`src/rtl/minor_pkg.sv`:
```
// Shared definitions for the training-set RAM: FSM encoding, default row geometry
// and helpers that slice a row into its feature and y fields.
package minor_pkg;

    localparam int FEAT_WIDTH   = 16;
    localparam int MAX_FEATURES = 6;
    localparam int ROW_WIDTH    = FEAT_WIDTH * (MAX_FEATURES + 1);

    localparam logic [1:0] ST_IDLE   = 2'd0;
    localparam logic [1:0] ST_CLEAR  = 2'd1;
    localparam logic [1:0] ST_STREAM = 2'd2;
    localparam logic [1:0] ST_DONE   = 2'd3;

    // Feature k sits at bits [k*FEAT_WIDTH +: FEAT_WIDTH]; y is the top field.
    function automatic logic [FEAT_WIDTH-1:0] feat_field(input logic [ROW_WIDTH-1:0] row,
                                                         input int unsigned k);
        return row[k*FEAT_WIDTH +: FEAT_WIDTH];
    endfunction

    function automatic logic [FEAT_WIDTH-1:0] y_field(input logic [ROW_WIDTH-1:0] row);
        return row[ROW_WIDTH-1 -: FEAT_WIDTH];
    endfunction

endpackage

```
`src/rtl/ds_skid2.sv`:
```
// Two-entry valid/ready skid buffer; the producer tracks occupancy through count
// so that a 1-cycle-latency array read can be prefetched without bubbles.
module ds_skid2 #(
    parameter int WIDTH = 8
) (
    input  logic             CLK,
    input  logic             RST_N,
    input  logic             in_valid,
    input  logic [WIDTH-1:0] in_data,
    output logic             out_valid,
    input  logic             out_ready,
    output logic [WIDTH-1:0] out_data,
    output logic [1:0]       count
);

    logic [WIDTH-1:0] head_q;
    logic [WIDTH-1:0] tail_q;
    logic [1:0]       cnt_q;
    logic             pop;

    assign out_valid = (cnt_q != 2'd0);
    assign out_data  = head_q;
    assign count     = cnt_q;
    assign pop       = out_valid && out_ready;

    // NOTE: sequential state uses non-blocking assignments so every register
    // samples pre-edge values regardless of statement order.
    always_ff @(posedge CLK or negedge RST_N) begin
        if (!RST_N) begin
            head_q <= '0;
            tail_q <= '0;
            cnt_q  <= 2'd0;
        end else begin
            case (cnt_q)
                2'd0: begin
                    if (in_valid) begin
                        head_q <= in_data;
                        cnt_q  <= 2'd1;
                    end
                end
                2'd1: begin
                    if (in_valid && pop) begin
                        head_q <= in_data;
                    end else if (in_valid) begin
                        tail_q <= in_data;
                        cnt_q  <= 2'd2;
                    end else if (pop) begin
                        cnt_q  <= 2'd0;
                    end
                end
                default: begin
                    if (pop) begin
                        head_q <= tail_q;
                        if (in_valid) tail_q <= in_data;
                        else          cnt_q  <= 2'd1;
                    end
                end
            endcase
        end
    end

endmodule

```
`src/rtl/dataset_ram_stream.sv`:
```
// Training-set RAM: weight register (row 0) plus DEPTH data rows, with a host port,
// a clear sweep and a multi-epoch valid/ready streaming engine for the trainer.
module dataset_ram_stream #(
    parameter int ADDR_WIDTH   = 3,
    parameter int MAX_FEATURES = minor_pkg::MAX_FEATURES,
    parameter int FEAT_WIDTH   = minor_pkg::FEAT_WIDTH,
    parameter int DATA_WIDTH   = FEAT_WIDTH * (MAX_FEATURES + 1),
    parameter int DEPTH        = 6,
    parameter int EPOCH_WIDTH  = 8
) (
    input  logic                   CLK,
    input  logic                   RST_N,
    input  logic                   wr_en,
    input  logic [ADDR_WIDTH-1:0]  wr_addr,
    input  logic [DATA_WIDTH-1:0]  wr_data,
    input  logic                   rd_en,
    input  logic [ADDR_WIDTH-1:0]  rd_addr,
    output logic [DATA_WIDTH-1:0]  rd_data,
    output logic                   rd_valid,
    input  logic                   wt_we,
    input  logic [DATA_WIDTH-1:0]  wt_wdata,
    output logic [DATA_WIDTH-1:0]  wt_rdata,
    input  logic                   clr_start,
    input  logic                   strm_start,
    input  logic [ADDR_WIDTH-1:0]  strm_npts,
    input  logic [EPOCH_WIDTH-1:0] strm_nepochs,
    output logic                   strm_valid,
    input  logic                   strm_ready,
    output logic [DATA_WIDTH-1:0]  strm_data,
    output logic [ADDR_WIDTH-1:0]  strm_idx,
    output logic                   strm_last,
    output logic [EPOCH_WIDTH-1:0] strm_epoch,
    output logic                   strm_done,
    output logic                   busy
);
    import minor_pkg::*;

    localparam int                     PW       = DATA_WIDTH + ADDR_WIDTH + EPOCH_WIDTH + 1;
    localparam logic [ADDR_WIDTH-1:0]  LAST_ROW = ADDR_WIDTH'(DEPTH);
    localparam logic [ADDR_WIDTH-1:0]  A_ONE    = ADDR_WIDTH'(1);
    localparam logic [EPOCH_WIDTH-1:0] E_ONE    = EPOCH_WIDTH'(1);

    logic [1:0]             state;
    logic [DATA_WIDTH-1:0]  mem [1:DEPTH];
    logic [DATA_WIDTH-1:0]  wt_q;
    logic [ADDR_WIDTH-1:0]  clr_cnt;
    logic [ADDR_WIDTH-1:0]  npts_q;
    logic [EPOCH_WIDTH-1:0] nep_q;
    logic [ADDR_WIDTH-1:0]  iss_idx;
    logic [EPOCH_WIDTH-1:0] iss_ep;
    logic                   iss_more;
    logic                   fetch_v;
    logic [DATA_WIDTH-1:0]  fetch_data;
    logic [ADDR_WIDTH-1:0]  fetch_idx;
    logic [EPOCH_WIDTH-1:0] fetch_ep;
    logic                   fetch_last;
    logic [1:0]             skid_cnt;
    logic [PW-1:0]          skid_out;
    logic                   idle;
    logic                   host_wr_row;
    logic                   pop;
    logic                   issue;
    logic                   final_pop;
    logic                   drained;
    logic [ADDR_WIDTH-1:0]  npts_clamped;

    assign idle         = (state == ST_IDLE);
    assign busy         = !idle;
    assign wt_rdata     = wt_q;
    assign host_wr_row  = idle && wr_en && (wr_addr != '0) && (wr_addr <= LAST_ROW);
    assign npts_clamped = (strm_npts > LAST_ROW) ? LAST_ROW : strm_npts;
    assign pop          = strm_valid && strm_ready;
    assign final_pop    = pop && strm_last && (strm_epoch == nep_q - E_ONE);
    assign drained      = !iss_more && !fetch_v && (skid_cnt == 2'd0);

    // Issue only when the row already in flight plus the buffered rows still fit after this cycle's pop.
    assign issue = (state == ST_STREAM) && iss_more &&
                   (({1'b0, skid_cnt} + {2'b00, fetch_v} - {2'b00, pop}) < 3'd2);

    // NOTE: the row array and the weight register carry no reset so that reset
    // preserves their contents and the array can map onto RAM.
    always_ff @(posedge CLK) begin
        if (state == ST_CLEAR) begin
            mem[clr_cnt] <= '0;
        end else if (host_wr_row) begin
            mem[wr_addr] <= wr_data;
        end
        if (issue) begin
            fetch_data <= mem[iss_idx];
        end
    end

    always_ff @(posedge CLK) begin
        if (wt_we) begin
            wt_q <= wt_wdata;
        end else if (idle && wr_en && (wr_addr == '0)) begin
            wt_q <= wr_data;
        end
    end

    // Read-first: the array sample precedes any same-edge write to the row.
    always_ff @(posedge CLK or negedge RST_N) begin
        if (!RST_N) begin
            rd_valid <= 1'b0;
            rd_data  <= '0;
        end else begin
            rd_valid <= rd_en && idle;
            if (rd_en && idle) begin
                if (rd_addr == '0)          rd_data <= wt_q;
                else if (rd_addr <= LAST_ROW) rd_data <= mem[rd_addr];
                else                        rd_data <= '0;
            end
        end
    end

    always_ff @(posedge CLK or negedge RST_N) begin
        if (!RST_N) begin
            state      <= ST_IDLE;
            clr_cnt    <= '0;
            npts_q     <= '0;
            nep_q      <= '0;
            iss_idx    <= '0;
            iss_ep     <= '0;
            iss_more   <= 1'b0;
            fetch_v    <= 1'b0;
            fetch_idx  <= '0;
            fetch_ep   <= '0;
            fetch_last <= 1'b0;
            strm_done  <= 1'b0;
        end else begin
            strm_done <= (state == ST_DONE);
            fetch_v   <= issue;
            case (state)
                ST_IDLE: begin
                    if (clr_start) begin
                        state   <= ST_CLEAR;
                        clr_cnt <= A_ONE;
                    end else if (strm_start) begin
                        state    <= ST_STREAM;
                        npts_q   <= npts_clamped;
                        nep_q    <= strm_nepochs;
                        iss_idx  <= A_ONE;
                        iss_ep   <= '0;
                        iss_more <= (npts_clamped != '0) && (strm_nepochs != '0);
                    end
                end
                ST_CLEAR: begin
                    if (clr_cnt == LAST_ROW) state <= ST_IDLE;
                    else                     clr_cnt <= clr_cnt + A_ONE;
                end
                ST_STREAM: begin
                    if (final_pop || drained) state <= ST_DONE;
                end
                default: state <= ST_IDLE;
            endcase
            if (issue) begin
                fetch_idx  <= iss_idx;
                fetch_ep   <= iss_ep;
                fetch_last <= (iss_idx == npts_q);
                if (iss_idx == npts_q) begin
                    iss_idx <= A_ONE;
                    if (iss_ep == nep_q - E_ONE) iss_more <= 1'b0;
                    else                         iss_ep   <= iss_ep + E_ONE;
                end else begin
                    iss_idx <= iss_idx + A_ONE;
                end
            end
        end
    end

    ds_skid2 #(.WIDTH(PW)) u_skid (
        .CLK       (CLK),
        .RST_N     (RST_N),
        .in_valid  (fetch_v),
        .in_data   ({fetch_data, fetch_idx, fetch_ep, fetch_last}),
        .out_valid (strm_valid),
        .out_ready (strm_ready),
        .out_data  (skid_out),
        .count     (skid_cnt)
    );

    assign {strm_data, strm_idx, strm_epoch, strm_last} = skid_out;

endmodule

```
`config.mk`:
```
export PLATFORM = sky130hd
export DESIGN_NAME = dataset_ram_stream
export DESIGN_NICKNAME = d
export VERILOG_FILES = /design/src/rtl/minor_pkg.sv /design/src/rtl/ds_skid2.sv /design/src/rtl/dataset_ram_stream.sv
export SDC_FILE = /design/constraint.sdc
export NUM_CORES = 2
export LEC_CHECK = 0
export BUFFER_PORTS_ARGS = -buffer_cell sky130_fd_sc_hd__clkbuf_2
export CAP_MARGIN = 20
export CORE_ASPECT_RATIO = 1.2
export CORE_UTILIZATION = 50
export DETAILED_ROUTE_END_ITERATION = 8
export HOLD_SLACK_MARGIN = 0.12
export PLACE_DENSITY = 0.76
export SLEW_MARGIN = 25
export SYNTH_ARGS = -nofsm -noshare
export SYNTH_HDL_FRONTEND = slang
export SYNTH_HIERARCHICAL = 1
export SYNTH_SLANG_ARGS = --single-unit
```
`constraint.sdc`:
```
create_clock -name CLK -period 10.8 [get_ports CLK]
set_input_delay 1.08 -clock CLK [delete_from_list [all_inputs] [get_ports CLK]]
set_output_delay 1.08 -clock CLK [all_outputs]
set_load 0.03 [all_outputs]
```
## After elaboration in Yosys (flattened, before gate mapping)

Memory sizes are Yosys's and may differ from the RTL's. A register that Yosys moved wholly into a read port is not among the register bits.
Cells that the tools add are included.

| operators by class | value |
|---|---|
| add/sub/neg operators | 6 |
| order comparisons | 4 |
| equality and inequality tests | 19 |
| multiplexer cells | 53 |
| bitwise logic cells | 2 |
| reductions and logical operators | 40 |

Operators by type and width:

| operator | number |
|---|---|
| 124-bit 2-to-1 mux | 6 |
| 112-bit 2-to-1 mux | 5 |
| 124-bit one-hot mux with 2 select lines | 2 |
| 112-bit OR reduction | 1 |
| 8-bit 2-to-1 mux | 6 |
| 3-bit 2-to-1 mux | 9 |
| 2-bit 2-to-1 mux | 10 |
| 3-bit AND reduction | 6 |
| 8-bit == test | 2 |
| 1-bit logical AND | 14 |
| 1-bit 2-to-1 mux | 12 |
| 2-bit nonzero test | 6 |
| 3-bit nonzero test | 3 |
| 8-bit by 1-bit adder with 8-bit output, second input constant | 1 |
| 2-bit by 1-bit != test with 1-bit output, second input constant | 4 |
| 2-bit != test, second input constant | 4 |
| 8-bit nonzero test | 1 |
| 8-bit by 1-bit subtractor with 8-bit output, second input constant | 1 |
| 3-bit by 1-bit adder with 3-bit output, second input constant | 2 |
| 3-bit <= comparator, second input constant | 2 |
| 3-bit logical NOT | 2 |
| 3-bit != test, second input constant | 2 |
| 2-bit one-hot mux with 3 select lines | 1 |
| 3-bit one-hot mux with 2 select lines | 1 |
| other kinds (15) | 21 |

| storage, ports and cells | value |
|---|---|
| register bits after elaboration | 517 |
| RAM bits | 672 |
| input bits | 249 |
| logic and storage cells | 143 |
| memories | 1 |

Memories:

| memory | words | bits a word | read ports | clocked after Yosys merged registers in | wr ports | line | source |
|---|---|---|---|---|---|---|---|
| mem | 6 | 112 | 2 | 1 | 1 | dataset_ram_stream.sv:44 | `logic [DATA_WIDTH-1:0] mem [1:DEPTH];` |

## Longest topological paths before layout

| logic depth | value |
|---|---|
| word-level depth | 10 |
| depth in mapped cells | 13 |
| gate-level depth less buffers | 12 |

## Modules after synthesis

The synthesis kept the hierarchy.

By module, submodules not included:

| module | times used | cells an instance | area an instance (µm²) |
|---|---|---|---|
| dataset_ram_stream | 1 | 2871 | 46549.6 |
| ds_skid2 | 1 | 1138 | 13196.4 |

## Worst setup path after synthesis

Ideal clock, no wire load.

| timing path | value |
|---|---|
| kind | input to register |
| start point | input port wr_addr[2] |
| end point | memory mem[3][0] (netlist bit), enable pin |
| arrival time | 7.308 ns |
| required time | 10.180 ns |
| setup slack | 2.872 ns |
| stages | 6 |
| buffers on the path | 1 |
| cell sequence | nor3_1 -> a311oi_1 -> clkbuf_1 -> nor3b_1 -> a31oi_1 -> a21oi_1 |

| on the way | value |
|---|---|
| word-level cells in the longest chain between the ends | 8 |

Ends and longest elaborated chain:

| item | line | source |
|---|---|---|
| from (decl) | dataset_ram_stream.sv:14 | `input logic [ADDR_WIDTH-1:0] wr_addr,` |
| branches (longest 8 deep; another with 3-bit <= comparator) | n/a |  |
| to (decl) | dataset_ram_stream.sv:44 |  |

Parallel ways; which one is timed is not known.

## Worst setup path after layout

| timing path | value |
|---|---|
| start point | register u_skid.cnt_q[1] (netlist: u_skid/count[1]) |
| end point | register fetch_data[75], read port of mem, enable pin |

| on the way | value |
|---|---|
| word-level cells in the longest chain between the ends | 5 |

Ends and longest elaborated chain:

| item | line | source |
|---|---|---|
| from (decl) | ds_skid2.sv:18 | `logic [1:0] cnt_q;` |
| from (signal assigned) | ds_skid2.sv:32 | `cnt_q <= 2'd0;` |
| from (signal assigned) | ds_skid2.sv:38 | `cnt_q <= 2'd1;` |
| from (signal assigned) | ds_skid2.sv:46 | `cnt_q <= 2'd2;` |
| branches (longest 2 deep; another with 2-bit by 1-bit adder with 3-bit output) | n/a |  |
| 3-bit by 1-bit subtractor with 3-bit output * | dataset_ram_stream.sv:78 | `(({1'b0, skid_cnt} + {2'b00, fetch_v} - {2'b00, pop}) < 3'd2);` |
| 3-bit by 2-bit < comparator with 1-bit output * | dataset_ram_stream.sv:78 |  |
| 1-bit logical AND * | dataset_ram_stream.sv:77 | `assign issue = (state == ST_STREAM) && iss_more &&` |
| to (decl) | dataset_ram_stream.sv:53 | `logic [DATA_WIDTH-1:0] fetch_data;` |

Every way passes the cells marked *.
A chain may end at the register's enable or synchronous reset.

==> metrics.log <==
[metrics] status: finished clean
[metrics] commonest non-fill, non-tap cell in the layout: sky130_fd_sc_hd__edfxtp_1
[metrics] remaining routing DRC violations: 0
[metrics] final instance area: 0.06826 mm2
[metrics] io pins: 601
[metrics] Cells after Synth: 4009
[metrics] FFs w/ async S/R, synth: 0.3113
[metrics] number of clock sinks: 1301
[metrics] critical path peak fanout: 83
[metrics] yosys synthesis warning count: 6
[metrics] core utilization of the finished layout: 0.5771
[metrics] via count: 38530
[metrics] clock share of power: 0.279
[metrics] maximum vdd ir drop: 0.2236 mV
[metrics] count of cells resized by post-cts repair: 0
[metrics] vias in the first global route: 38680
[metrics] number of enable flip-flop cells after synthesis: 896
[metrics] max-slew violation total from the final report: 0
[metrics] post-route antenna net violation count: 0
[metrics] number of failing hold endpoints at the final stage: 0
[metrics] pin count of the biggest net entering global routing: 152
[metrics] clock transition at the registers of the reported paths: 0.06 ns
[metrics] placed cell count: 5876
[metrics] Hold Worst Slack: 0.3824 ns
[metrics] wire length of the first global-routing pass: 248100 um
[metrics] critical path's largest stage delay: 0.91 ns
[metrics] series of cell instances along the critical path: nor2_4, inv_1, and2_1, ha_1, nor2b_1, fa_1, nor2_1, nand4_1, inv_6, buf_4
[metrics] vertical extent of the die: 380.7 um
[metrics] final period demand of the worst path: 5.146 ns
[metrics] share of total power in sequential cells: 0.449
[metrics] master of the slowest instance on the critical path: sky130_fd_sc_hd__inv_6
[metrics] count of max-cap constraint violations: 0
[metrics] total nets after synthesis: 4265
[metrics] count of input and output buffers: 600
[metrics] final setup TNS: 0 ns
[metrics] Area growth, synth to finish: 14.25%
[metrics] routed via count divided by cell count: 6.287
[metrics] detailed router's first-iteration violation count: 3789
[metrics] crit path kind: reg2reg
[metrics] gpl congestion: 0.8233
[metrics] P_sw: 5.667 mW
[metrics] aggregate global routing overflow: 0
[metrics] highest-count cells in the layout ignoring fill and taps: sky130_fd_sc_hd__edfxtp_1, sky130_fd_sc_hd__clkbuf_2, sky130_fd_sc_hd__mux2_2
[metrics] skew final: 0.02841 ns
[metrics] initial antenna violation count: 6
[metrics] switching portion of total power: 0.3369
[metrics] final-layout fill cell count: 8966
[metrics] Horiz. Die Dim: 317.6 um
[metrics] number of H-tree levels: 4
[metrics] maximum clock insertion buffer count: 3
[metrics] GR Util All Layers: 0.2742
[metrics] startpoint kind of the worst setup timing path: flop
[metrics] slew at the pin closest to its max-slew limit: 1.117 ns
[metrics] clk_lat worst skew: 0.79 ns
[metrics] count of state elements after synthesis: 1301
[metrics] clock buffer count from CTS: 135
[metrics] arrival time at the worst endpoint: 5.54 ns
[metrics] die area: 0.1209 mm2
[metrics] sequential cell area: 0.03706 mm2
[metrics] setup repair after global routing missed its margin: false
[metrics] worst-case setup margin in the final layout: 5.654 ns
[metrics] number of distinct library cells after synthesis: 60
[metrics] DP Worst Slack: 5.354 ns
[metrics] number of buffers inserted by post-CTS setup repair: 0
[metrics] Logic pwr share: 0.272
[metrics] cell at the root of the clock tree: sky130_fd_sc_hd__clkbuf_16
[metrics] nets: 4729
[metrics] synthesized area per cell: 14.90 um2
[metrics] final routed wirelength across all metal layers: 167100 um
[metrics] Netlist Area Pre-Place: 0.05975 mm2
[metrics] proportion of synthesized chip area in sequential cells: 0.6200
[metrics] footprint of the multi-input gates: 0.02118 mm2
[metrics] Finish-stage setup viols: 0
[metrics] first-pass iteration count of the detailed router: 5
[metrics] placement row count: 138
[metrics] Hold WC Path Type: in2async
[metrics] initial core utilization: 0.5051
[metrics] DPL Wire Length: 101200 um
[metrics] # hold bufs at CTS: 0
[metrics] area after detailed placement: 0.06379 mm2
[metrics] most used flip-flop cell after synthesis: sky130_fd_sc_hd__edfxtp_1
[metrics] final standard cell count with taps included and fillers excluded: 6128
[metrics] Placeable Area: 0.1183 mm2
[metrics] kind of capture point of the worst setup path: flop
[metrics] worst rel slew slack: 0.2552
[metrics] CTS tree: built
[metrics] leakage dissipation: 25.40 nW
[metrics] overall power after layout: 16.82 mW
[metrics] Power Density: 246.4 mW/mm2
[metrics] maximum clock frequency: 194.3 MHz
[metrics] internal power: 11.15 mW
[metrics] Critical Path RT: 11.20 ns
[metrics] share of the clock period used by the worst path: 0.4765
[metrics] per-cell routed wire length: 27.27 um
[metrics] layout cells sized above 1: 0.3723
## cells by family after synthesis
group	count (synthesis)	synth area share
fa+ha+maj	7	0.001592
simple gates	631	0.04974
flops	1301	0.6200
xor+xnor	22	0.003225
compound gates	769	0.08304
mux	930	0.2150
buf+inv	349	0.02748
## synthesized netlist by cell type (3+ instances only)
| library cell | instances | area [um2] |
|---|---|---|
| sky130_fd_sc_hd__mux2i_1 | 121 | 1211 |
| sky130_fd_sc_hd__a21oi_1 | 145 | 725.7 |
| sky130_fd_sc_hd__mux2_1 | 52 | 585.6 |
| sky130_fd_sc_hd__buf_6 | 29 | 326.6 |
| sky130_fd_sc_hd__xor2_1 | 10 | 87.58 |
| sky130_fd_sc_hd__xnor2_1 | 12 | 105.1 |
| sky130_fd_sc_hd__and3_1 | 3 | 18.77 |
| sky130_fd_sc_hd__nand2_1 | 309 | 1160 |
| sky130_fd_sc_hd__nand2b_1 | 7 | 43.79 |
| sky130_fd_sc_hd__nor4_1 | 5 | 31.28 |
| sky130_fd_sc_hd__nand4_1 | 4 | 25.02 |
| sky130_fd_sc_hd__clkbuf_1 | 207 | 777.0 |
| sky130_fd_sc_hd__nand4b_1 | 3 | 26.28 |
| sky130_fd_sc_hd__dfrtp_1 | 405 | 10130 |
| sky130_fd_sc_hd__nor3_1 | 126 | 630.6 |
| sky130_fd_sc_hd__buf_1 | 38 | 142.6 |
| sky130_fd_sc_hd__edfxtp_1 | 896 | 26910 |
| sky130_fd_sc_hd__nor2_1 | 24 | 90.09 |
| sky130_fd_sc_hd__buf_2 | 44 | 220.2 |
| sky130_fd_sc_hd__buf_4 | 8 | 60.06 |
| sky130_fd_sc_hd__inv_1 | 20 | 75.07 |
| sky130_fd_sc_hd__o22ai_1 | 125 | 782.0 |
| sky130_fd_sc_hd__mux2_2 | 533 | 6002 |
| sky130_fd_sc_hd__mux4_2 | 224 | 5045 |
| sky130_fd_sc_hd__o211ai_1 | 115 | 863.3 |
| sky130_fd_sc_hd__a211oi_2 | 57 | 713.2 |
| sky130_fd_sc_hd__nor2b_1 | 9 | 56.30 |
| sky130_fd_sc_hd__a211oi_1 | 67 | 503.0 |
| sky130_fd_sc_hd__and2_1 | 115 | 719.4 |
| sky130_fd_sc_hd__or2_2 | 4 | 25.02 |
| sky130_fd_sc_hd__o21ai_0 | 243 | 1216 |
| sky130_fd_sc_hd__ha_1 | 6 | 75.07 |
| sky130_fd_sc_hd__nand3_1 | 12 | 60.06 |
## registers in the layout, indices dropped and copies added, names as in the netlist, 2 cells and up
name and cells:
npts_q 3, iss_idx 3, rd_data 112, state 2, u_skid/count 2, nep_q 8, fetch_idx 3, u_skid/tail_q 124
fetch_ep 8, clr_cnt 3, wt_rdata 112, u_skid/out_data 124, mem 672, fetch_data 112, iss_ep 8
## cell type report
type | count | share of cell area
multi-input cells | 2359 | 0.3103
flip-flops and latches | 1301 | 0.5429
inverters | 20 | 0.001283
diodes | 3 | 0.0001100
clock inverters | 64 | 0.01023
clock buffers | 185 | 0.05506
well taps | 1540 | 0.02823
repair buffers | 656 | 0.05187
## routing by layer
metal | part of all wire | vias to the layer above | global-route usage
met3 | 0.078 | 348 | 0.05008
met1 | 0.39 | 19740 | 0.3608
met4 | 0.048 | 4 | 0.1339
met5 | 0.00018 | - | 0
met2 | 0.48 | 1913 | 0.4407
li1 | - | 16530 | -
## path summary, 6_finish.rpt
path	cells past startpoint	to	startpoint	slack (ns)
min in group CLK	2	rd_data[90]	rd_data[90]	0.48
max	10	fetch_data[75]	u_skid/count[1]	5.65
min reg2reg	2	rd_data[90]	rd_data[90]	0.48
min	1	u_skid/out_data[30]	RST_N	0.38
max in group asynchronous	3	iss_idx[1]	RST_N	8.09
max reg2reg	10	fetch_data[75]	u_skid/count[1]	5.65
## power groups by stage
| stage | Clock [mW] | Sequential (mW) | Combinational, mW |
|---|---|---|---|
| 2_1_floorplan | 0 | 8.30 | 2.23 |
| 4_1_cts | 4.75 | 7.55 | 4.58 |
| 6_report | 4.69 | 7.56 | 4.57 |
| 3_3_place_gp | 0 | 7.57 | 4.47 |
| 5_1_grt | 4.94 | 7.67 | 4.82 |
| 3_5_place_dp | 0 | 7.63 | 4.56 |
## critical path: cells and delay by family, from the launching register on
family        cells  cell delay, ns
buf+inv           3            1.69
simple gates      5            1.39
flops             1            0.71
fa+ha+maj         2            0.71
No activity file was read; power rests on OpenSTA's default activity.
